**config.mk**
```make
export PLATFORM = sky130hd
export DESIGN_NAME = load_store_unit
export DESIGN_NICKNAME = d
export VERILOG_FILES = /design/src/rtl/load_store_unit_pkg.sv /design/src/rtl/load_store_unit_align.sv /design/src/rtl/load_store_unit.sv
export SDC_FILE = /design/constraint.sdc
export NUM_CORES = 1
export LEC_CHECK = 0
export BUFFER_PORTS_ARGS = -buffer_cell sky130_fd_sc_hd__buf_4
export CAP_MARGIN = 20
export CORE_ASPECT_RATIO = 0.75
export CORE_MARGIN = 8
export CORE_UTILIZATION = 49
export DETAILED_ROUTE_END_ITERATION = 7
export PLACE_DENSITY = 0.79
export SYNTH_ARGS = -nofsm -noshare
export SYNTH_HDL_FRONTEND = slang
export SYNTH_SLANG_ARGS = --single-unit
```
**constraint.sdc**
```tcl
create_clock -name clk -period 3.1 [get_ports clk]
set_input_delay 0 -clock clk [delete_from_list [all_inputs] [get_ports clk]]
set_output_delay 0 -clock clk [all_outputs]
set_load 0.03 [all_outputs]
```
**src/rtl/load_store_unit_pkg.sv**
```systemverilog
// Shared types for the load/store unit: FSM states, Funct3 encodings, access sizes
// and the low-address helpers used by the alignment logic.
package load_store_unit_pkg;

  typedef enum logic [1:0] {
    ST_IDLE = 2'b00,
    ST_BUSY = 2'b01,
    ST_DONE = 2'b10
  } lsu_state_e;

  localparam logic [2:0] F3_LB  = 3'b000;
  localparam logic [2:0] F3_LH  = 3'b001;
  localparam logic [2:0] F3_LW  = 3'b010;
  localparam logic [2:0] F3_LBU = 3'b100;
  localparam logic [2:0] F3_LHU = 3'b101;

  // Funct3[1:0] is the access size for both loads and stores
  localparam logic [1:0] SZ_B = 2'b00;
  localparam logic [1:0] SZ_H = 2'b01;
  localparam logic [1:0] SZ_W = 2'b10;

  function automatic logic [1:0] align_off(input logic [1:0] off, input logic [1:0] size);
    case (size)
      SZ_B:    align_off = off;
      SZ_H:    align_off = {off[1], 1'b0};
      default: align_off = 2'b00;
    endcase
  endfunction

  function automatic logic is_misaligned(input logic [1:0] off, input logic [1:0] size);
    case (size)
      SZ_B:    is_misaligned = 1'b0;
      SZ_H:    is_misaligned = off[0];
      default: is_misaligned = |off;
    endcase
  endfunction

endpackage

```
**src/rtl/load_store_unit_align.sv**
```systemverilog
// Byte-lane logic: store replication + byte enables, load lane select + extension.
module lsu_align
  import load_store_unit_pkg::*;
(
  input  logic [1:0]  st_off_i,
  input  logic [1:0]  st_size_i,
  input  logic [31:0] st_data_i,
  output logic [31:0] st_data_o,
  output logic [3:0]  st_be_o,
  input  logic [1:0]  ld_off_i,
  input  logic [2:0]  ld_funct3_i,
  input  logic [31:0] ld_data_i,
  output logic [31:0] ld_data_o
);

  logic [31:0] ld_sh;

  always_comb begin
    st_data_o = st_data_i;
    st_be_o   = 4'hF;
    case (st_size_i)
      SZ_B: begin
        st_data_o = {4{st_data_i[7:0]}};
        st_be_o   = 4'b0001 << st_off_i;
      end
      SZ_H: begin
        st_data_o = {2{st_data_i[15:0]}};
        st_be_o   = 4'b0011 << st_off_i;
      end
      default: ;
    endcase
  end

  // Bring the addressed lane down to bit 0, then extend by Funct3
  assign ld_sh = ld_data_i >> {ld_off_i, 3'b000};

  always_comb begin
    ld_data_o = ld_sh;
    case (ld_funct3_i)
      F3_LB:   ld_data_o = {{24{ld_sh[7]}}, ld_sh[7:0]};
      F3_LH:   ld_data_o = {{16{ld_sh[15]}}, ld_sh[15:0]};
      F3_LBU:  ld_data_o = {24'h0, ld_sh[7:0]};
      F3_LHU:  ld_data_o = {16'h0, ld_sh[15:0]};
      default: ld_data_o = ld_sh;
    endcase
  end

endmodule

```
**src/rtl/load_store_unit.sv**
```systemverilog
// Load/store unit: single-outstanding data-memory access with stall and lane alignment.
// Define LSU_MISALIGN_CHECK_EN to fault misaligned half/word accesses instead of aligning them.
module load_store_unit
  import load_store_unit_pkg::*;
#(
  parameter int ADDR_W = 32
) (
  input  logic              clk,
  input  logic              reset,
  input  logic              MemRead,
  input  logic              MemWrite,
  input  logic [2:0]        Funct3,
  input  logic [ADDR_W-1:0] ALUResult,
  input  logic [31:0]       WriteData,
  output logic [31:0]       ReadData,
  output logic              Stall,
  output logic              Fault,
  output logic              bus_req,
  output logic              bus_we,
  output logic [ADDR_W-1:0] bus_addr,
  output logic [31:0]       bus_wdata,
  output logic [3:0]        bus_be,
  input  logic              bus_ack,
  input  logic [31:0]       bus_rdata
);

  lsu_state_e        state_q;
  logic [ADDR_W-1:0] addr_q;
  logic [2:0]        f3_q;
  logic              we_q;
  logic [31:0]       wdata_q, rdata_q;
  logic [3:0]        be_q;

  logic        req, misalign;
  logic [1:0]  off_d;
  logic [31:0] lane_wdata, ld_ext;
  logic [3:0]  lane_be;

  assign req = MemRead | MemWrite;

`ifdef LSU_MISALIGN_CHECK_EN
  logic fault_q;
  assign misalign = is_misaligned(ALUResult[1:0], Funct3[1:0]);
  assign off_d    = ALUResult[1:0];

  always_ff @(posedge clk or posedge reset) begin
    if (reset) fault_q <= 1'b0;
    else       fault_q <= (state_q == ST_IDLE) && req && misalign;
  end
  assign Fault = fault_q;
`else
  assign misalign = 1'b0;
  assign off_d    = align_off(ALUResult[1:0], Funct3[1:0]);
  assign Fault    = 1'b0;
`endif

  lsu_align u_align (
    .st_off_i    (off_d),
    .st_size_i   (Funct3[1:0]),
    .st_data_i   (WriteData),
    .st_data_o   (lane_wdata),
    .st_be_o     (lane_be),
    .ld_off_i    (addr_q[1:0]),
    .ld_funct3_i (f3_q),
    .ld_data_i   (bus_rdata),
    .ld_data_o   (ld_ext)
  );

  always_ff @(posedge clk or posedge reset) begin
    if (reset) begin
      state_q <= ST_IDLE;
      addr_q  <= '0;
      f3_q    <= '0;
      we_q    <= 1'b0;
      wdata_q <= '0;
      be_q    <= '0;
      rdata_q <= '0;
    end else begin
      case (state_q)
        ST_IDLE: begin
          if (req && !misalign) begin
            addr_q  <= {ALUResult[ADDR_W-1:2], off_d};
            f3_q    <= Funct3;
            we_q    <= MemWrite;
            wdata_q <= lane_wdata;
            be_q    <= MemWrite ? lane_be : 4'hF;
            state_q <= ST_BUSY;
          end
        end
        ST_BUSY: begin
          if (bus_ack) begin
            if (!we_q) rdata_q <= ld_ext;
            state_q <= ST_DONE;
          end
        end
        ST_DONE: state_q <= ST_IDLE;
        default: state_q <= ST_IDLE;
      endcase
    end
  end

  // Gate with reset so an abandoned access releases the bus and pipeline immediately
  assign bus_req   = !reset && (state_q == ST_BUSY);
  assign Stall     = !reset && ((state_q == ST_BUSY) ||
                                ((state_q == ST_IDLE) && req && !misalign));
  assign bus_we    = we_q;
  assign bus_addr  = {addr_q[ADDR_W-1:2], 2'b00};
  assign bus_wdata = wdata_q;
  assign bus_be    = be_q;
  assign ReadData  = rdata_q;

endmodule
```
# Word-level counts from Yosys, hierarchy flattened
# Index checks and enable logic that the tools add are counted.
dict set report totals {
  register_bits 106
  in_bits 104
  out_inout_bits 104
  wordCells 38
}
dict set report op_classes {
  eq_ne 7
  shifts 3
  n_mux 8
  n_bitwise 2
  n_reduce_logical 11
}
# op count
set op_table {}
lappend op_table {{$pmux W32 S4} 1}
lappend op_table {{$pmux W32 S2} 1}
lappend op_table {{$shr A32 B5 Y32} 1}
lappend op_table {{$pmux W2 S2} 2}
lappend op_table {{$pmux W4 S2} 1}
lappend op_table {{$eq A3 B3 Y1 const B} 2}
lappend op_table {{$eq A2 B1 Y1 const B} 2}
lappend op_table {{$logic_not A2 Y1} 2}
lappend op_table {{$mux W2} 2}
lappend op_table {{$mux W4} 1}
lappend op_table {{$ne A2 B2 Y1 const B} 2}
lappend op_table {{$reduce_and A2 Y1} 2}
lappend op_table {{$shl A1 B2 Y4 const A} 1}
lappend op_table {{$shl A2 B2 Y4 const A} 1}
lappend op_table {{$eq A3 B1 Y1 const B} 1}
lappend op_table {{$logic_and A1 B1 Y1} 3}
lappend op_table {{$logic_not A3 Y1} 1}
lappend op_table {{$reduce_and A3 Y1} 1}
lappend op_table {{$logic_not A1 Y1} 1}
lappend op_table {{$logic_or A1 B1 Y1} 1}
lappend op_table {{$not A1 Y1} 1}
lappend op_table {{$or A1 B1 Y1} 1}

# Logic depth before layout (Yosys ltp)
# Gate-level depths: netlist of the first run.
dict set report logic_depth {
  depth_word 5
  depth_mapped 6
}

# Cells and area by module
# A second synthesis of the first run with hierarchy kept.
dict set report unflattened {
  cells_unflattened 435
  area_unflattened_um2 5616.6
}
# mod n_inst cells_each area_per_inst_um2
set modules_own_cells {}
lappend modules_own_cells {load_store_unit 1 270 4386.7}
lappend modules_own_cells {lsu_align 1 165 1229.9}

# Worst setup path after synthesis of the first run
# Ideal clock, no wire load.
dict set report synth_path {
  kind {register to output}
  from {register state_q[1]}
  to {output Stall}
  t_arrival_ps 1632
  t_required_ps 3100
  setup_slack_ps 1468
  path_stages_with_launch 6
  path_buffers 2
  cell_sequence {dfrtp_1 nor2_1 o21ai_0 clkbuf_1 clkbuf_1 a21oi_1}
}
dict set report synth_between {
  elab_chain_cells 4
  word_cells_on_any_way 5
}
# element line_no
set synth_rtl {}
lappend synth_rtl {{start: declaration} load_store_unit.sv:27} ;# lsu_state_e state_q;
lappend synth_rtl {{start signal: assignment} load_store_unit.sv:71} ;# state_q <= ST_IDLE;
lappend synth_rtl {{start signal: assignment} load_store_unit.sv:87} ;# state_q <= ST_BUSY;
lappend synth_rtl {{start signal: assignment} load_store_unit.sv:93} ;# state_q <= ST_DONE;
lappend synth_rtl {{$logic_not A2 Y1} load_store_unit.sv:105} ;# ((state_q == ST_IDLE) && req && !misalign));
lappend synth_rtl {{$logic_and A1 B1 Y1} load_store_unit.sv:105}
lappend synth_rtl {{$logic_or A1 B1 Y1 (*)} load_store_unit.sv:104} ;# assign Stall = !reset && ((state_q == ST_BUSY) ||
lappend synth_rtl {{$logic_and A1 B1 Y1 (*)} load_store_unit.sv:104}
lappend synth_rtl {{end: declaration} load_store_unit.sv:16} ;# output logic Stall,
# Every way passes the cells marked *; elsewhere a longest branch is shown, timed or not.

# Worst setup path after layout of the first run
dict set report layout_path {
  from {input MemWrite}
  to {register wdata_q[13], in the netlist bus_wdata[13]}
}
dict set report layout_between {
  elab_chain_cells 2
}
# element line_no
set layout_rtl {}
lappend layout_rtl {{start: declaration} load_store_unit.sv:11} ;# input logic MemWrite,
lappend layout_rtl {{$or A1 B1 Y1} load_store_unit.sv:39} ;# assign req = MemRead | MemWrite;
lappend layout_rtl {{$reduce_and A2 Y1 (no source line)} --}
lappend layout_rtl {{end signal: assignment} load_store_unit.sv:85} ;# wdata_q <= lane_wdata;
lappend layout_rtl {{end: declaration} load_store_unit.sv:31} ;# logic [31:0] wdata_q, rdata_q;
# No other way between the ends.
# A chain may end at the register's enable or synchronous reset.

==> impl_metrics.toml, run 1 <==
[outcome]
status = "finished, final reports clean"

[cells_and_area]
diodes = 0
drive_gt1_frac = 0.311
layout_common_cells = "213 x buf_4, 163 x nand2_1, 106 x dfrtp_1, 76 x dlygate4sd3_1, 40 x mux2i_1"
layout_commonest_cell = "buf_4"
finalNetCount = 885
syn_to_final_growth_pct = 48.5
final_cell_area_sq_um = 7560
fillers = 708

[sta]
tightest_slew_ns = 0.818
slew_headroom = 0.452
fmax_ghz = 0.498
rsz0062_at_grt = "no"
tns_ns = 0
fin_ws_ns = 1.09
whs_ns = 0.0469
timing.final.crit_period_ns = 2.01
timing.final.crit_share = 0.648
maxSlewViolCount = 0
finalHoldViolations = 0
skew_ns = 0.00700
setup_viol = 0

[job]
max_cap_viol_count = 0

[worst_hold_path]
min_path_type = "input port to register"
min_from = "WriteData[10]"
whs_path_depth = 3
worst_hold_path.endpoint = "bus_wdata[10]"

[floorplanning]
io_pins = 208
rows = 32
die_w_microns = 134
start_util = 0.499
coreArea_sq_um = 10200
die_h_microns = 104
die_area_sq_um = 13900

[synthesis]
synth_warnings = 0
synth_cell_types = 33
syn_area_sq_um = 5090
yosysSeqAreaShare = 0.521
synth_area_per_cell_sq_um = 9.34
synth_flop_cell = "dfrtp_1"
synth_edf_count = 0
synthArstFlopShare = 1.00
synthCells = 545
synth-seq-cells = 106

[worst_setup_path]
crit_family = "buffers and inverters"
worstPathMaxFanout = 62
end_kind = "register"
reg2reg_setup_slack_ns = 1.19
path_buf_inv = 3
slowest_delay_ns = 0.66
worstPathCellList = "dlygate4sd3_1 -> buf_4 -> o21ai_4 -> buf_4 -> o21ai_0"
startpoint_type = "input port"
rr_startpoint = "state_q[1]"
cp_slowest_cell = "o21ai_4"
reg2reg_to = "ReadData[27]"
rr_worst_depth = 5
required_ns = 3.29
worst_path_most_repeated_cell = "buf_4"
cp.arrival_ns = 2.19
critical_path_class = "input port to register"

[global_routing]
overflow = 0
grt_pass1_wl_mm = 27.1
grtUsageMet1 = 0.289
grt_use_total = 0.240
grt-busiest-layer = "met2"
grt_max_degree = 63
grt_pass1_vias = 5174
grt_util_met2 = 0.379
antenna_found_initial = 0
gr-usage-met3 = 0.0869

[clock_network]
numCtsBuffers = 9
clock_latency_ns = 0.34
clock_sinks = 106
h-tree-depth = 3
cts_tree = "built"
ctsHoldBuffers = 76
clock_path_buffers = 2
cts_root_buf = "clkbuf_16"
postCtsSetupBuffers = 0
post_cts_resized = 0
clkTransAtPathRegs_ns = 0.07

[detailed_routing]
vias = 4898
detail-route-antenna-nets = 0
drtPass1Iterations = 5
post-route-drc-count = 0
wire_per_inst_microns = 18.3
via_per_inst = 5.32
drt_wl_total_mm = 16.8
drt_iter0_markers = 314

[placement]
gp_congestion = 0.913
dp_slack_ns = 1.24
placed_area_sq_um = 6490
portBuffers = 204
dp_hpwl_mm = 11.6

[power_and_ir_drop]
p_leak_uw = 0.00374
power_density_nw_per_um2 = 1060
ir_drop_mv = 0.674
flip-flops by register name (all words and copies together) (netlist names):
register	count
addr_q	32
bus_wdata	32
ReadData	32
bus_we	1
state_q	2
bus_be	4
f3_q	3
metrics by stage:
stage | instances | total power (uW) | util
2_1_floorplan | 547 | 5410 | -
5_1_grt | 921 | 8510 | 0.740
3_5_place_dp | 830 | 6770 | 0.636
4_1_cts | 921 | 8030 | 0.740
3_3_place_gp | 830 | 6670 | 0.636
6_report | 921 | 8050 | 0.740
power by group:
group / internal, uW / switching (uW) / total (uW)
combinational: 1610 / 2750 / 4360
clock: 666 / 498 / 1160
sequential: 2060 / 462 / 2520
how the worst max path moves through the flow:
stage          slack, ns        from             to  depth (start not counted)
4_1_cts             1.13    MemWrite  bus_wdata[10]                          5
2_1_floorplan       0.31       reset    ReadData[0]                          1
3_3_place_gp        1.31  state_q[1]   ReadData[24]                          5
6_report            1.09    MemWrite  bus_wdata[13]                          5
5_1_grt             1.00    MemWrite  bus_wdata[11]                          5
3_5_place_dp        1.24  state_q[1]   ReadData[19]                          4
cells by family (layout without fill, tap and decap cells):
| family | after synthesis | after routing | synth area share |
|---|---|---|---|
| buffers and inverters | 68 | 306 | 0.0779 |
| multiplexers | 48 | 48 | 0.0985 |
| flip-flops | 106 | 106 | 0.521 |
| AND/OR/NAND/NOR | 220 | 220 | 0.174 |
| other | 1 | 3 | 0.000737 |
| AO/OA/AOI/OAI | 102 | 102 | 0.128 |
cells in the mapped netlist, types with 2 or more instances:
cell type  instances  area, sq um
nand2_1          163          612
dfrtp_1          106         2650
mux2i_1           40          400
o21ai_0           36          180
nor2_1            35          131
a21oi_1           34          170
buf_4             33          248
clkbuf_1          21         78.8
nor2b_1           10         62.6
a22o_1             8         70.1
buf_2              8         40.0
o22a_1             8         70.1
a211oi_1           7         52.6
mux2_2             7         78.8
nand2b_1           6         37.5
buf_1              3         11.3
a31oi_1            2         12.5
inv_1              2         7.51
or3_1              2         12.5
layout make-up:
class	instances	area, sq um	area share
timing repair buffer	289	2360	0.312
tap	136	170	0.0225
inverter	2	10.0	0.00132
clock inverter	4	51.3	0.00679
multi-input combinational	373	2060	0.273
clock buffer	11	253	0.0334
sequential	106	2650	0.351
metal layers:
layer | part of all wire | vias to the layer above
met2 | 0.47 | 269
met4 | 0.034 | 0
met3 | 0.10 | 51
met5 | 0 | -
met1 | 0.39 | 2333
li1 | - | 2245
worst register-to-register path, delay by kind of cell, from the launching register on:
family / cells / cell delay, ns
and+or+nand+nor: 3 / 0.99
DFF: 1 / 0.41
buffers and inverters: 1 / 0.31
AOI/OAI and AO/OA: 1 / 0.13
(Power assumes the default switching activity.)
==> run 2: changes to the inputs <==
- clock period: 3.1 -> 2 ns (I/O delays scaled with it)
==> impl_metrics.toml, run 2 (synthesis gave the netlist of run 1 again) <==
[clock_network]
clock_path_buffers = 2
clock_latency_ns = 0.34
cts_root_buf = "clkbuf_16"
cts_tree = "built"
postCtsSetupBuffers = 0
h-tree-depth = 3
numCtsBuffers = 9
clock_sinks = 106
clkTransAtPathRegs_ns = 0.07

[floorplanning]
rows = 32
io_pins = 208
coreArea_sq_um = 10200
die_w_microns = 134
die_h_microns = 104
start_util = 0.499
die_area_sq_um = 13900

[worst_setup_path]
crit_family = "compound AO/OA/AOI/OAI gates"
worstPathCellList = "buf_4 -> nand2b_1 -> a311o_1 -> o21ai_4 -> o22a_1"
slowest_delay_ns = 0.41
cp.arrival_ns = 1.98
startpoint_type = "register"
end_kind = "register"
worstPathMaxFanout = 9
path_buf_inv = 1
required_ns = 2.28
reg2reg_setup_slack_ns = 0.29
cp_slowest_cell = "a311o_1"
critical_path_class = "register to register"

[placement]
dp_hpwl_mm = 11.3
gp_congestion = 0.863
portBuffers = 204

[sta]
tightest_slew_ns = 0.942
skew_ns = 0.00675
timing.final.crit_period_ns = 1.71
slew_headroom = 0.372
finalHoldViolations = 0
timing.final.crit_share = 0.853
fmax_ghz = 0.586
maxSlewViolCount = 0
tns_ns = 0
setup_viol = 0
whs_ns = 0.0406
rsz0062_at_grt = "no"

[detailed_routing]
drtPass1Iterations = 6
via_per_inst = 5.27
drt_iter0_markers = 340
vias = 4876
detail-route-antenna-nets = 0
wire_per_inst_microns = 18.8
drt_wl_total_mm = 17.4
post-route-drc-count = 0

[cells_and_area]
drive_gt1_frac = 0.313
layout_commonest_cell = "buf_4"
fillers = 667
syn_to_final_growth_pct = 49.7
finalNetCount = 888
layout_common_cells = "212 x buf_4, 163 x nand2_1, 106 x dfrtp_1, 77 x dlygate4sd3_1, 40 x mux2i_1"
final_util = 0.746

[power_and_ir_drop]
ir_drop_mv = 0.989
p_leak_uw = 0.00375
total_power_uw = 12600
power_density_nw_per_um2 = 1650

[global_routing]
antenna_found_initial = 1
grt_max_degree = 107
grt_use_total = 0.246
overflow = 0
grt_pass1_vias = 5279
grt_pass1_wl_mm = 27.7

[outcome]
status = "finished, final reports clean"

[worst_hold_path]
min_path_type = "input port to register"

[job]
max_cap_viol_count = 0
run 2: path summary, 6_finish.rpt:
| check | endpoint | from | cells past startpoint |
|---|---|---|---|
| max in group asynchronous | bus_be[3] | reset | 4 |
| min | ReadData[12] | bus_rdata[20] | 4 |
| min in group asynchronous | addr_q[24] | reset | 4 |
| max reg2reg | ReadData[18] | addr_q[1] | 5 |
| max | ReadData[18] | addr_q[1] | 5 |
| min reg2reg | bus_wdata[5] | bus_wdata[5] | 2 |
run 2: through the flow:
stage	setup slack (ns)	instances	cell area, sq um
2_1_floorplan	0.368	547	5100
3_3_place_gp	0.407	831	6530
3_5_place_dp	0.316	831	6530
4_1_cts	0.119	924	7610
5_1_grt	0.134	926	7620
6_report	0.294	926	7620
run 2: area by class of cell:
cell class,count,area [sq um],area share
Timing Repair Buffer,291,2400,0.315
Inverter,2,11.3,0.00148
Clock buffer,12,256,0.0337
Clock inverter,4,50.0,0.00657
Sequential cell,106,2650,0.348
Tap cell,136,170,0.0223
Multi-Input combinational cell,374,2070,0.272
Antenna cell,1,2.50,0.000328
run 2: repair_timing:
item	in CTS	in global routing
endpoints found under the hold margin	186	0
setup endpoints to repair	0	1
gates resized for setup	0	1
hold buffers	77	0
run 2: routing by layer:
layer,vias up,GRT usage,wire length (microns)
li1,2263,-,-
met1,2301,0.291,6910
met2,263,0.399,8270
met3,49,0.0936,1700
met4,0,0.0903,524
met5,-,0,0
run 2: tightest hold or removal path: cells and delay by family:
family	cells	cell delay [ns]
AOI/OAI and AO/OA	3	0.25
buffers and inverters	1	0.10
run 2: power by group:
group | switching [uW] | leakage (uW) | internal [uW] | total, uW
clock | 765 | 0.000145 | 1040 | 1800
sequential | 712 | 0.00128 | 3190 | 3910
combinational | 4290 | 0.00232 | 2550 | 6840
